File: src/rtl/wb_clint.sv
// Core-local interruptor (CLINT) Wishbone slave: 64-bit mtime/mtimecmp, msip,
// and the machine timer and software interrupt lines.
module wb_clint #(
    parameter int unsigned TICK_DIV = 1
) (
    input  logic        wb_clk_i,
    input  logic        wb_rst_i,
    input  logic [31:0] wb_adr_i,
    input  logic [31:0] wb_dat_i,
    input  logic [3:0]  wb_sel_i,
    input  logic        wb_we_i,
    input  logic        wb_cyc_i,
    input  logic        wb_stb_i,
    input  logic [2:0]  wb_cti_i,
    input  logic [1:0]  wb_bte_i,
    output logic [31:0] wb_dat_o,
    output logic        wb_ack_o,
    output logic        wb_err_o,
    output logic        wb_rty_o,
    output logic        timer_irq_o,
    output logic        soft_irq_o
);

    localparam int unsigned DW  = 32;
    localparam int unsigned TW  = 64;
    localparam int unsigned PW  = 16;
    localparam int unsigned IXW = 6;

    localparam logic [PW-1:0]  DIV_LAST    = PW'(TICK_DIV - 1);
    localparam logic [IXW-1:0] IDX_MSIP    = IXW'(0);
    localparam logic [IXW-1:0] IDX_CMP_LO  = IXW'(2);
    localparam logic [IXW-1:0] IDX_CMP_HI  = IXW'(3);
    localparam logic [IXW-1:0] IDX_TIME_LO = IXW'(4);
    localparam logic [IXW-1:0] IDX_TIME_HI = IXW'(5);

    logic [TW-1:0] mtime_q, mtime_d;
    logic [TW-1:0] mtimecmp_q, mtimecmp_d;
    logic          msip_q, msip_d;
    logic [PW-1:0] presc_q, presc_d;
    logic [DW-1:0] dat_q, dat_d;
    logic          ack_q, ack_d;
    logic          err_q, err_d;
    logic          timer_irq_q, timer_irq_d;
    logic          soft_irq_q, soft_irq_d;

    logic [IXW-1:0] word_c;
    logic           req_c;
    logic           hit_c;
    logic           wr_c;
    logic           tick_c;
    logic [DW-1:0]  rdata_c;

    // Byte-lane merge of write data into an existing 32-bit word.
    function automatic logic [DW-1:0] merge_bytes(input logic [DW-1:0] old_w,
                                                  input logic [DW-1:0] new_w,
                                                  input logic [3:0]    sel);
        logic [DW-1:0] r;
        r = old_w;
        for (int unsigned b = 0; b < 4; b++) begin
            if (sel[b]) begin
                r[8*b +: 8] = new_w[8*b +: 8];
            end
        end
        return r;
    endfunction

    // Address decode and pre-write read mux.
    always_comb begin
        word_c  = wb_adr_i[7:2];
        req_c   = wb_cyc_i & wb_stb_i & ~ack_q & ~err_q;
        hit_c   = 1'b1;
        rdata_c = '0;
        case (word_c)
            IDX_MSIP:    rdata_c = {31'b0, msip_q};
            IDX_CMP_LO:  rdata_c = mtimecmp_q[31:0];
            IDX_CMP_HI:  rdata_c = mtimecmp_q[63:32];
            IDX_TIME_LO: rdata_c = mtime_q[31:0];
            IDX_TIME_HI: rdata_c = mtime_q[63:32];
            default:     hit_c   = 1'b0;
        endcase
        wr_c = req_c & wb_we_i & hit_c;
    end

    // Prescaler, register updates, bus response and interrupt next-state.
    always_comb begin
        tick_c      = (presc_q == DIV_LAST);
        presc_d     = tick_c ? '0 : presc_q + PW'(1);
        mtime_d     = mtime_q;
        mtimecmp_d  = mtimecmp_q;
        msip_d      = msip_q;
        ack_d       = req_c & hit_c;
        err_d       = req_c & ~hit_c;
        dat_d       = (req_c & hit_c) ? rdata_c : '0;
        timer_irq_d = (mtime_q >= mtimecmp_q);
        soft_irq_d  = msip_q;

        // A bus write to either mtime half suppresses that cycle's increment.
        if (wr_c && (word_c == IDX_TIME_LO)) begin
            mtime_d[31:0] = merge_bytes(mtime_q[31:0], wb_dat_i, wb_sel_i);
        end else if (wr_c && (word_c == IDX_TIME_HI)) begin
            mtime_d[63:32] = merge_bytes(mtime_q[63:32], wb_dat_i, wb_sel_i);
        end else if (tick_c) begin
            mtime_d = mtime_q + TW'(1);
        end

        if (wr_c && (word_c == IDX_CMP_LO)) begin
            mtimecmp_d[31:0] = merge_bytes(mtimecmp_q[31:0], wb_dat_i, wb_sel_i);
        end
        if (wr_c && (word_c == IDX_CMP_HI)) begin
            mtimecmp_d[63:32] = merge_bytes(mtimecmp_q[63:32], wb_dat_i, wb_sel_i);
        end
        if (wr_c && (word_c == IDX_MSIP) && wb_sel_i[0]) begin
            msip_d = wb_dat_i[0];
        end
    end

    always_ff @(posedge wb_clk_i or negedge wb_rst_i) begin
        if (!wb_rst_i) begin
            mtime_q     <= '0;
            mtimecmp_q  <= '1;
            msip_q      <= 1'b0;
            presc_q     <= '0;
            dat_q       <= '0;
            ack_q       <= 1'b0;
            err_q       <= 1'b0;
            timer_irq_q <= 1'b0;
            soft_irq_q  <= 1'b0;
        end else begin
            mtime_q     <= mtime_d;
            mtimecmp_q  <= mtimecmp_d;
            msip_q      <= msip_d;
            presc_q     <= presc_d;
            dat_q       <= dat_d;
            ack_q       <= ack_d;
            err_q       <= err_d;
            timer_irq_q <= timer_irq_d;
            soft_irq_q  <= soft_irq_d;
        end
    end

    assign wb_dat_o    = dat_q;
    assign wb_ack_o    = ack_q;
    assign wb_err_o    = err_q;
    assign wb_rty_o    = 1'b0;
    assign timer_irq_o = timer_irq_q;
    assign soft_irq_o  = soft_irq_q;

    // Burst hints and undecoded address bits are intentionally ignored.
    logic unused_inputs;
    assign unused_inputs = ^{wb_cti_i, wb_bte_i, wb_adr_i[31:8], wb_adr_i[1:0]};

endmodule
File: config.mk
export PLATFORM = sky130hd
export DESIGN_NAME = wb_clint
export DESIGN_NICKNAME = d
export VERILOG_FILES = /design/src/rtl/wb_clint.sv
export SDC_FILE = /design/constraint.sdc
export NUM_CORES = 1
export LEC_CHECK = 0
export BUFFER_PORTS_ARGS = -buffer_cell sky130_fd_sc_hd__buf_2
export CORE_UTILIZATION = 45
export DETAILED_ROUTE_END_ITERATION = 10
export GPL_TIMING_DRIVEN = 1
export PLACE_DENSITY = 0.75
export SLEW_MARGIN = 10
export SYNTH_ARGS = -nofsm -noshare
export SYNTH_HDL_FRONTEND = slang
export SYNTH_SLANG_ARGS = --single-unit
File: constraint.sdc
create_clock -name wb_clk_i -period 3.1 [get_ports wb_clk_i]
set_clock_uncertainty 0.05 [all_clocks]
set_input_delay 0.31 -clock wb_clk_i [delete_from_list [all_inputs] [get_ports wb_clk_i]]
set_output_delay 0.31 -clock wb_clk_i [all_outputs]
set_load 0.05 [all_outputs]
# Yosys cells after proc, flatten, opt, wreduce, memory -nomap -nowiden
# Cells that the tools add are included.
[word_totals]
output_inout_bits = 37
regBits = 181
in_bits = 78
[op_classes]
bitwise_logic = 11
order_cmp = 1
reduce_logical = 27
add_sub_neg = 2
eq_ne = 13
n_mux = 12
[op_table]
columns = ["op", "n"]
rows = [
  ["one-hot mux 32 bit (5 select lines)", 1],
  ["2-to-1 mux 32 bit", 4],
  ["adder 64 x 1 -> 64 bit, second input constant", 1],
  ["greater-or-equal comparator 64 bit", 1],
  ["2-to-1 mux 64 bit", 1],
  ["2-to-1 mux 8 bit", 4],
  ["AND reduction 3 bit", 8],
  ["inequality test 2 bit, second input constant", 9],
  ["adder 16 x 1 -> 16 bit, second input constant", 1],
  ["zero test 16 bit", 1],
  ["2-to-1 mux 16 bit", 1],
  ["AND reduction 2 bit", 8],
  ["== test 6 x 2 -> 1 bit, second input constant", 2],
  ["== test 6 x 3 -> 1 bit, second input constant", 2],
  ["AND 1 bit", 7],
  ["logical AND 1 bit", 6],
  ["zero test 6 bit", 1],
  ["OR reduction 5 bit", 1],
  ["inverter 1 bit", 4],
  ["nonzero test 2 bit", 2],
  ["2-to-1 mux 1 bit", 1],
]

# Longest topological paths before layout
[depth]
depth_word = 8
ltp_mapped = 10
mapped_depth_nobuf = 8

# Worst setup path before layout
# No wires, ideal clock.
[synth_timing]
kind = "register to register"
from = "register err_q, in the netlist wb_err_o"
to = "register mtime_q[35]"
path_buffers = 3
stages_incl_launch_ff = 10
slack_ps = 777
setup_time_ps = 77
arrival_ps = 2195
path_cell_list = "dfrtp_1 and4bb_2 and4_1 buf_2 buf_2 nand2_1 a21oi_1 clkbuf_1 a21oi_1 a21oi_1"
[synth_between]
elab_chain_len = 7
[synth_rtl]
columns = ["element", "line", "rtl"]
rows = [
  ["start, declared", "42", "logic err_q, err_d;"],
  ["start signal, assigned", "135", "err_q <= err_d;"],
  ["inverter 1 bit (*)", "70", "req_c = wb_cyc_i & wb_stb_i & ~ack_q & ~err_q;"],
  ["AND 1 bit (*)", "70", ""],
  ["AND 1 bit (*) (2 in series)", "81", "wr_c = req_c & wb_we_i & hit_c;"],
  ["logical AND 1 bit (on tied branches)", "100, 98", ""],
  ["inequality test 2 bit (no line), or another cell as far along", "-", ""],
  ["AND reduction 3 bit (no line)", "-", ""],
  ["end signal, assigned", "129", "mtime_q <= mtime_d;"],
  ["end, declared", "36", "logic [TW-1:0] mtime_q, mtime_d;"],
]
# Mark *: on every way between the ends. The rest lies on a longest branch, timed or not.
# A chain may end at the register's enable or synchronous reset.

# Worst setup path after layout
[layout_timing]
from = "register presc_q[0]"
to = "register mtime_q[48]"
[layout_between]
elab_chain_len = 3
[layout_rtl]
columns = ["element", "line", "rtl"]
rows = [
  ["start, declared", "39", "logic [PW-1:0] presc_q, presc_d;"],
  ["start signal, assigned", "132", "presc_q <= presc_d;"],
  ["zero test 16 bit", "86", "tick_c = (presc_q == DIV_LAST);"],
  ["nonzero test 2 bit (no line)", "-", ""],
  ["AND reduction 3 bit (no line)", "-", ""],
]
# Every way passes these cells.

==> results_dict.tcl <==
set metrics [dict create \
    cp_data_arrival_time_ns 3.13 \
    fin_nets 1403 \
    detailroute.wirelength.met3_microns 2430 \
    synth_enable_flop_cells 0 \
    drt_drc_violations_left 0 \
    die_height_microns 159.3 \
    clk_transition_reported_paths_ns 0.07 \
    r2r_setup_slack_ns 0.24 \
    floorplan.rows 57 \
    p_clk_share_pct 39.8 \
    ys_seq_area_share_pct 41.40 \
    design.portCount 115 \
    chipWidth_microns 159.3 \
    post_drt_via_cell_ratio 6.339 \
    setup_violations 0 \
    netlist.top_cell.by_area "dfrtp_1" \
    timing.max_cap.violations 0 \
    clkSinkCount 181 \
    ys_types 80 \
    outcome "finished, final reports clean" \
    postSynthCellCount 1176 \
    clk_tree_root_cell "clkbuf_16" \
    seq_power_share_pct 47.1 \
    areaGrowthSynthToFinish_pct 13.70 \
    report.final.slew_viol_count 0 \
    timing.slew.headroom_pct 42.94 \
    routed.top_layer "met4" \
    grt_max_degree 82 \
    routedLengthMet1_microns 14110 \
    via_count 10110 \
    ir_worst_vdd_mv 0.3284 \
    starting_utilization_of_the_core_area_pct 45.78 \
    cp-start-kind "flip-flop" \
    worstSetupPathType "reg -> reg" \
    wire_per_inst_microns 20.66 \
    largest_family_of_logic_cells_by_synthesized_area "compound AO/OA/AOI/OAI gates" \
    placement.io_buffers 82 \
    cp-end-kind "flip-flop" \
    rsz_0062_raised_after_global_routing "no" \
    synth-compound-area-share_pct 19.13 \
    required_ns 3.37 \
    final.hold.worst_slack_ns 0.1099 \
    synth.cell_area_sq_mm 0.01113 \
    syn_avg_cell_area_sq_um 9.467 \
    r2r.worst_path.cells 8 \
    async_reset_ff_share_pct 100.0 \
    die_area_sq_mm 0.02537 \
    ctsHtreeMaxLevel 4 \
    gp_congestion 0.9285 \
    power_density_mw_per_mm2 449.3 \
    fmax_mhz 349.2 \
    ys.warnings.count 0 \
    total_switching_power_uw 1609 \
    route.antenna.remaining_nets 0 \
    holdCritPathClass "in -> reg" \
    grt_first_pass_wirelength_microns 53840 \
    core_region_area_sq_mm 0.02432 \
    synthTopCellsByArea "dfrtp_1 (26%), dfstp_2 (15%), ha_1 (7.5%)" \
    grt_antenna_before_repair 0 \
    mappedNetlistNets 1321 \
    leakage_uw 0.005403 \
    regToRegEndpoint "mtime_q[48]" \
    synth_xor_area_share_pct 1.101 \
    cts_max_path_buffers 2 \
    detail_route.wirelength_microns 32950 \
    synth.ff_latch_count 181 \
    total_internal_power_uw 4077 \
    multiplexer_fraction_of_the_synthesized_cell_area_pct 6.934 \
    layout-drive-gt1-share_pct 22.19 \
    drtIter0Drc 1078 \
    crit-reg2reg-launch "presc_q[0]" \
    final_util_pct 52.05 \
    combinational_power_share_pct 13.0 \
    global_route_congestion_overflow_total 0 \
    cts_made_buffers 17 \
    tightest_slew_ns 0.8558 \
    finish.instance_area_sq_mm 0.01266 \
    synthAdderAreaFrac_pct 7.530 \
    period_share_pct 92.38 \
    finalSetupTns_ns 0 \
    vias_in_the_first_global_route 9782 \
    final.min_clock_period_ns 2.864 \
    netSwitchingFraction_pct 28.30 \
    worstSkewPairLatency_ns 0.43 \
    number_of_search_and_repair_iterations_in_the_first_detailed_routing_pass 6 \
    dr_wl_met2_microns 15330 \
    dp_hpwl_microns 23630 \
    timing_hold_violations_final 0 \
    synth_top_flop_cell "dfrtp_1" \
    synthSimpleGateAreaFrac_pct 19.02 \
    number_of_fillers_in_the_final_layout 2195 \
    holdPathStages 2 \
    synth_top_area_share_pct 26.30 \
    track_usage_pct 26.73 \
    antenna_cells_inserted 0 \
    min_delay_worst_endpoint "mtimecmp_q[36]" \
    dpl-instance-area_sq_mm 0.01205 \
    hp-start "wb_dat_i[4]" \
    crit_path_max_fanout 10 \
    tritoncts "built" \
]
## what timing repair did
item,in CTS,in global routing
hold endpoints to repair,52,0
hold buffers,1,0
buffers inserted,0,0
gates resized for setup,0,0
## worst max-delay path, stage by stage, from the launching register on
cell and delay (ns):
dfrtp_1 0.43, inv_1 0.08, ha_1 0.13, nor4b_1 0.28, and4_1 0.42, nand2_1 0.25
a21oi_1 0.72, o21ai_0 0.20, o2bb2ai_1 0.17
## logic make-up after synthesis
| group | count (synthesis) |
|---|---|
| and+or+nand+nor | 404 |
| AOI/OAI and AO/OA | 305 |
| DFF | 181 |
| buffers and inverters | 135 |
| muxes | 69 |
| adders and majority gates | 67 |
| xor gates and xnor gates | 14 |
| other | 1 |
## per-layer routing
metal | vias up | track usage (%)
met4 | 0 | 10.18
met3 | 91 | 3.855
li1 | 4562 | -
met5 | - | 0
met1 | 4982 | 37.22
met2 | 475 | 42.15
## power groups by stage
stage	registers (uW)	logic, uW	clock network (uW)
6_report	2680	742	2270
5_1_grt	2700	830	2390
4_1_cts	2670	739	2280
3_5_place_dp	2710	727	0
3_3_place_gp	2700	695	0
2_1_floorplan	2670	452	0
## flip-flops by register name, indices dropped and copies added (netlist names)
signal and flops:
msip_q 1, mtime_q 64, mtimecmp_q 64, presc_q 16, soft_irq_o 1, timer_irq_o 1
wb_ack_o 1, wb_dat_o 32, wb_err_o 1
## worst max path at each step
| stage | endpoint | slack [ns] | from |
|---|---|---|---|
| floorplan | mtime_q[35] | 0.78 | wb_err_o |
| global placement | mtimecmp_q[15] | 0.36 | wb_adr_i[7] |
| detailed placement | mtimecmp_q[10] | 0.33 | wb_adr_i[7] |
| CTS | timer_irq_o | 0.34 | mtime_q[0] |
| global route | mtime_q[48] | 0.09 | presc_q[0] |
| finish | mtime_q[48] | 0.24 | presc_q[0] |
## per-stage QoR
step                      total power, uW  std cells  setup WS [ns]
after CTS                            5690       1595         0.3364
final                                5687       1595         0.2361
after floorplan                      3119       1176         0.7772
after global placement               3399       1562         0.3597
after detailed placement             3438       1562         0.3318
after global routing                 5917       1595        0.09005
## synthesized netlist by cell type (15+ instances only)
master      n
mux2_2     33
nor3_1     20
buf_2      18
inv_1      73
dfrtp_1   117
nand3_1    46
a22oi_1    34
a221oi_1   32
clkbuf_1   41
nand2_1    73
mux2_1     32
dfstp_2    64
ha_1       67
a21o_1     21
nor2_1    119
nand4_1    40
a21oi_1    81
and3_1     15
o21ai_0    28
## layout make-up
| cell class | count | area, sq um | area share [%] |
|---|---|---|---|
| inverters | 73 | 274.0 | 2.165 |
| repair buffers | 125 | 769.5 | 6.079 |
| multi-input cells | 860 | 6001 | 47.41 |
| well taps | 324 | 405.4 | 3.203 |
| clock inverters | 12 | 152.6 | 1.206 |
| flip-flops and latches | 181 | 4609 | 36.41 |
| clock buffers | 20 | 446.7 | 3.529 |
## cell usage in the layout, fill, tap and decap left out, types with 33 or more instances in the layout
master / Yosys / final
nor2_1: 119 / 118
dfrtp_1: 117 / 117
a21oi_1: 81 / 81
buf_2: 18 / 81
inv_1: 73 / 73
nand2_1: 73 / 73
ha_1: 67 / 67
dfstp_2: 64 / 64
nand3_1: 46 / 46
nand4_1: 40 / 40
buf_4: 1 / 40
a22oi_1: 34 / 34
mux2_2: 33 / 33
Power figures use the tool's default switching activity.
